**config.mk**
```make
export PLATFORM = sky130hd
export DESIGN_NAME = control_flat
export DESIGN_NICKNAME = d
export VERILOG_FILES = /design/src/rtl/control_pkg.sv /design/src/rtl/control_if.sv /design/src/rtl/control.sv /design/src/flat_wrapper.sv
export SDC_FILE = /design/constraint.sdc
export NUM_CORES = 1
export LEC_CHECK = 0
export ABC_AREA = 0
export ABC_CLOCK_PERIOD_IN_PS = 1700
export BUFFER_PORTS_ARGS = -buffer_cell sky130_fd_sc_hd__buf_2
export CORE_AREA = 4 4 41 43
export CTS_BUF_LIST = sky130_fd_sc_hd__clkbuf_4
export DETAILED_ROUTE_END_ITERATION = 12
export DIE_AREA = 0 0 45 47
export HOLD_SLACK_MARGIN = 0.15
export SETUP_SLACK_MARGIN = 0.4
export SLEW_MARGIN = 20
export SYNTH_ARGS = -nofsm -noshare
export SYNTH_HDL_FRONTEND = slang
export SYNTH_SLANG_ARGS = --single-unit
```
**constraint.sdc**
```tcl
create_clock -name Clock -period 1.7 [get_ports Clock]
set_input_delay 0.34 -clock Clock [delete_from_list [all_inputs] [get_ports Clock]]
set_output_delay 0.34 -clock Clock [all_outputs]
set_load 0.05 [all_outputs]
```
**src/rtl/control_pkg.sv**
```systemverilog
// Shared configuration for the radix-2 Booth multiplier sequencer:
// operand width, FSM state encoding and Booth pair decode.
package control_pkg;

  // Operand width; also the number of Booth iterations per multiply.
  localparam int N_BIT = 8;

  typedef enum logic [1:0] {
    IDLE = 2'd0,
    LOAD = 2'd1,
    RUN  = 2'd2
  } state_t;

  // {Q0, Q-1} pair values that call for an arithmetic step.
  localparam logic [1:0] BOOTH_ADD = 2'b01;
  localparam logic [1:0] BOOTH_SUB = 2'b10;

  // Returns {add, sub} for a {Q0, Q-1} pair; 00 and 11 need no arithmetic.
  function automatic logic [1:0] booth_decode(input logic [1:0] pair);
    logic [1:0] r;
    r = 2'b00;
    if (pair == BOOTH_ADD) r = 2'b10;
    if (pair == BOOTH_SUB) r = 2'b01;
    return r;
  endfunction

endpackage

```
**src/rtl/control_if.sv**
```systemverilog
// Signal bundle between the Booth sequencer and its datapath/host.
//
// Handshake: Request is a start strobe sampled on the rising clock edge.
// It is accepted only while Done=1 (sequencer idle); while Done=0 it is
// ignored, so a host must treat Done as "ready" and Request as "valid",
// and a start is taken on any edge where both are high.
interface control_if;
  import control_pkg::*;

  logic       Request;   // start strobe
  logic [2:0] Q;         // {unused, Q0, Q-1} from the datapath
  logic       add_s;     // add multiplicand this cycle
  logic       sub_s;     // subtract multiplicand this cycle
  logic       ashift_s;  // arithmetic right shift of {A,Q,Q-1} this cycle
  logic       Done;      // idle / result ready
  state_t     dbg_state; // current FSM state, for observation only

  modport master (
    output Request, Q,
    input  add_s, sub_s, ashift_s, Done, dbg_state
  );

  modport slave (
    input  Request, Q,
    output add_s, sub_s, ashift_s, Done, dbg_state
  );

endinterface

```
**src/rtl/control.sv**
```systemverilog
// Booth multiplier sequencer: on a start strobe it spends one cycle in
// LOAD (datapath captures operands), then exactly N_BIT cycles in RUN,
// each issuing a shift plus the add/sub picked by the multiplier LSB pair.
module control #(
  parameter int N_BIT = control_pkg::N_BIT
) (
  input  logic      Clock,
  input  logic      nReset,
  control_if.slave  bus
);
  import control_pkg::*;

  // Wide enough to hold 0..N_BIT.
  localparam int CNT_W = $clog2(N_BIT + 1);
  localparam logic [CNT_W-1:0] LAST_ITER = CNT_W'(N_BIT - 1);

  state_t           state_q, state_d;
  logic [CNT_W-1:0] cnt_q, cnt_d;
  logic [1:0]       booth_as;

  // Q[2] carries no information for the sequencer.
  logic unused_q2;
  assign unused_q2 = bus.Q[2];

  assign booth_as = booth_decode(bus.Q[1:0]);

  // State and iteration counter; reset aborts any operation at once.
  always_ff @(posedge Clock or negedge nReset) begin
    if (!nReset) begin
      state_q <= IDLE;
      cnt_q   <= '0;
    end else begin
      state_q <= state_d;
      cnt_q   <= cnt_d;
    end
  end

  // Next state, counter update and datapath strobes.
  always_comb begin
    state_d      = state_q;
    cnt_d        = cnt_q;
    bus.Done     = 1'b0;
    bus.ashift_s = 1'b0;
    bus.add_s    = 1'b0;
    bus.sub_s    = 1'b0;
    unique case (state_q)
      IDLE: begin
        bus.Done = 1'b1;
        if (bus.Request) state_d = LOAD;
      end
      LOAD: begin
        cnt_d   = '0;
        state_d = RUN;
      end
      RUN: begin
        bus.ashift_s = 1'b1;
        bus.add_s    = booth_as[1];
        bus.sub_s    = booth_as[0];
        cnt_d        = cnt_q + 1'b1;
        if (cnt_q == LAST_ITER) state_d = IDLE;
      end
      default: begin
        state_d = IDLE;
      end
    endcase
  end

  assign bus.dbg_state = state_q;

endmodule

```
**src/flat_wrapper.sv**
```systemverilog
// flat-port wrapper written by rule: the top's interface ports become plain ports
module control_flat import control_pkg::*;
#(
  parameter int N_BIT = control_pkg::N_BIT
)
  (Clock, nReset, bus_Request, bus_Q, bus_add_s, bus_sub_s, bus_ashift_s, bus_Done, bus_dbg_state);
  control_if bus_i ();
  input  logic Clock;
  input  logic nReset;
  input wire logic [$bits(bus_i.Request)-1:0] bus_Request;
  input wire logic [$bits(bus_i.Q)-1:0] bus_Q;
  output wire logic [$bits(bus_i.add_s)-1:0] bus_add_s;
  output wire logic [$bits(bus_i.sub_s)-1:0] bus_sub_s;
  output wire logic [$bits(bus_i.ashift_s)-1:0] bus_ashift_s;
  output wire logic [$bits(bus_i.Done)-1:0] bus_Done;
  output wire logic [$bits(bus_i.dbg_state)-1:0] bus_dbg_state;
  assign bus_i.Request = bus_Request;
  assign bus_i.Q = bus_Q;
  assign bus_add_s = bus_i.add_s;
  assign bus_sub_s = bus_i.sub_s;
  assign bus_ashift_s = bus_i.ashift_s;
  assign bus_Done = bus_i.Done;
  assign bus_dbg_state = bus_i.dbg_state;
  control #(.N_BIT(N_BIT)) u_core (.Clock(Clock), .nReset(nReset), .bus(bus_i));
endmodule
```
==> summary.txt <==
Final layout
  • Post-route core utilization: 53.6%
  • Multi-input logic area: 283 sq um
  • Register area: 153 sq um
  • Final cell count without fillers: 74
  • Fin area: 697 sq um
  • N_diodes: 0
  • Fill count: 113
  • Layout cells sized above 1: 64.4%
  • Nets: 70
  • Synth-to-Final Area Change: 87.5%

Timing
  • RSZ-0062 raised after global routing: yes
  • Worst-margin pin slew: 0.221 ns
  • Post-layout minimum cycle time: 1.62 ns
  • Max-slew headroom: 85.2%
  • FMAX: 0.618 GHz
  • Setup_tns: 0 ns
  • Setup violations, final: 0
  • Final cycle utilization of the critical path: 95.2%
  • Fin. Hold Viols: 0
  • Final Max Tran Viols: 0
  • Clock skew: 0.0124 ns

Placed design
  • Dpl hpwl: 538 um
  • Number of placed cells counting well taps: 60
  • IO Port Bufs: 10
  • GPL Wtd Cong: 0.772
  • Area after DPL: 472 sq um

Clocking
  • Root buffer cell: clkbuf_4
  • CTS buffer count: 3
  • Sinks on Clock Net: 6
  • Clock Latency Late Sink: 0.26 ns
  • Reg clk slew, reported paths: 0.05 ns
  • H-tree depth: 1
  • Max Root-Sink Buffers: 2
  • CTS tree: built

Power
  • Leak: 0.343 nW
  • P_int: 730 uW
  • Cell Pwr Density: 1830 nW/um^2
  • Flop pwr share: 16.8%
  • Pwr Total: 1.27 mW
  • Sw Share: 42.7%
  • Combinational power share: 70.3%
  • Net switching power: 543 uW
  • Clock power share: 12.9%
  • Maximum vdd ir drop: 680 uV

Synthesis
  • FFs w/ async S/R, synth: 100%
  • Count of different cell masters after synthesis: 21
  • Most instantiated library cell after synthesis: dfrtp_1
  • Mean Syn Cell Area: 10.3 sq um
  • Synth top area cells: dfrtp_1 40%, ha_1 13%, nand3b_4 5.4%
  • Syn_nets: 46
  • Synth Warn #: 0
  • #FFs+latches synth: 6
  • Share of the synthesized area in the top cell type: 40.4%
  • EDFF count, synth: 0
  • Post-synth top flop: dfrtp_1
  • Cell taking the most area after synthesis: dfrtp_1
  • Post-synthesis instance area: 372 sq um
  • Commonest cells in the netlist: 6 x dfrtp_1, 4 x ha_1, 3 x inv_1
  • Sequential area share after synthesis: 40.4%
  • Mapped Cells: 36

Worst setup path
  • Kind of critical path: register to output pin
  • CP Launch Type: register
  • Max incr delay on CP: 0.41 ns
  • Worst EP required: 1.36 ns
  • CP endpoint kind: output pin
  • Critical path cell sequence: inv_2, ha_4, inv_4, nor3b_4, buf_6
  • Critical Path AT: 1.28 ns
  • Critical path's slowest cell: dfrtp_2
  • Worst-path fanout max: 3

Floorplan
  • Die Y: 47 um
  • Die area: 2120 sq um
  • Area of the core: 1300 sq um
  • # rows: 13
  • Top Ports: 12
  • Initial core utilization: 28.6%
  • DIE WIDTH: 45 um

GRT
  • Largest net degree at the start of global routing: 7
  • Initial antenna violation count: 0
  • Most Crowded Layer GR: met2
  • Global Route met2 Usage: 17.2%
  • Grt ovf: 0
  • First-pass GRT wire length: 1410 um
  • Met1 Use GR: 9.28%
  • Met3 Usage GRT: 5.75%
  • Vias in the first global route: 341
  • GRT Total Usage: 9.71%

Min path
  • Worst hold-check path type: input pin to register

Status
  • Status: finished clean

Job
  • Max-cap violation count: 0

Detailed routing
  • Average wire per standard cell: 13.0 um
  • Detailed-route vias per instance: 4.72
  • TritonRoute pass-1 iters: 4
  • First DRT Iteration DRCs: 8
  • Post-Route WL: 964 um
  • # DRC: 0
  • Routed Antenna Nets: 0
  • Vias: 349
-- final timing paths --
path                                         start                       to  slack, ns  cells after the start
setup / recovery           u_core.bus.dbg_state[0]                bus_add_s       0.08                      5
hold / removal                         bus_Request  u_core.bus.dbg_state[0]       0.40                      3
setup reg to reg           u_core.bus.dbg_state[1]  u_core.bus.dbg_state[1]       0.29                      5
hold reg to reg                    u_core.cnt_q[0]          u_core.cnt_q[0]       0.51                      1
max in group asynchronous                   nReset          u_core.cnt_q[3]       1.10                      2
min in group asynchronous                   nReset  u_core.bus.dbg_state[0]       0.44                      2
-- placed cells by master, fill, tap and decap left out, types with 2 or more instances in the layout --
cell and instances:
nand3_1 2, buf_6 6, o21ai_0 2, dfrtp_2 2, buf_2 4, buf_4 5
inv_1 2, ha_1 2, clkbuf_4 4, buf_8 4, ha_4 2, dfrtp_1 4
-- metrics by stage --
| stage | hold slack, ns | setup WS (ns) |
|---|---|---|
| 2_1_floorplan | 0.0444 | -0.185 |
| 3_3_place_gp | 0.177 | 0.165 |
| 3_5_place_dp | 0.172 | 0.170 |
| 4_1_cts | 0.375 | 0.0791 |
| 5_1_grt | 0.411 | 0.0345 |
| 6_report | 0.405 | 0.0816 |
-- timing repair --
| item | CTS | global route |
|---|---|---|
| pin swaps | 2 | 2 |
| endpoints found under the setup margin | 6 | 9 |
| buffers inserted | 6 | 3 |
| gates cloned | 0 | 0 |
| gates resized for setup | 15 | 16 |
| hold buffers | 1 | 0 |
| endpoints found under the hold margin | 6 | 0 |
-- worst max-delay path, delay by kind of cell (launching register included) --
kind | cells | cell delay, ns
flops | 1 | 0.41
buf+inv | 3 | 0.30
fa+ha+maj | 1 | 0.16
simple gates | 1 | 0.16
-- per-layer routing --
layer / wire length, um / share of wire [%]
met5: 0 / 0
met4: 3 / 0.31
met3: 69 / 7.2
met2: 511 / 53
met1: 379 / 39
-- area by class of cell --
type                       instances  area share (%)
multi-input combinational         25            40.6
timing repair buffer              20            28.0
sequential                         6            21.9
clock buffer                       4            4.31
tap                               15            2.69
inverter                           4            2.51
-- power groups by stage --
stage               logic [mW]  clock network (mW)  registers [mW]
global placement         0.508                   0           0.221
detailed placement       0.510                   0           0.222
finish                   0.894               0.164           0.214
global route             0.948               0.185           0.217
CTS                      0.715               0.170           0.212
floorplan                0.369                   0           0.289
-- state kept, by name (all words and copies together) (netlist names) --
register / flops
u_core.cnt_q: 4
u_core.bus.dbg_state: 2
-- cells by family after synthesis --
kind of cell / count (synthesis) / synth area share, %
buffers and inverters: 5 / 5.38
adders and majority gates: 4 / 13.5
muxes: 2 / 6.73
AOI/OAI and AO/OA: 8 / 14.8
DFF: 6 / 40.4
and+or+nand+nor: 11 / 19.2
Power figures use the tool's default switching activity.
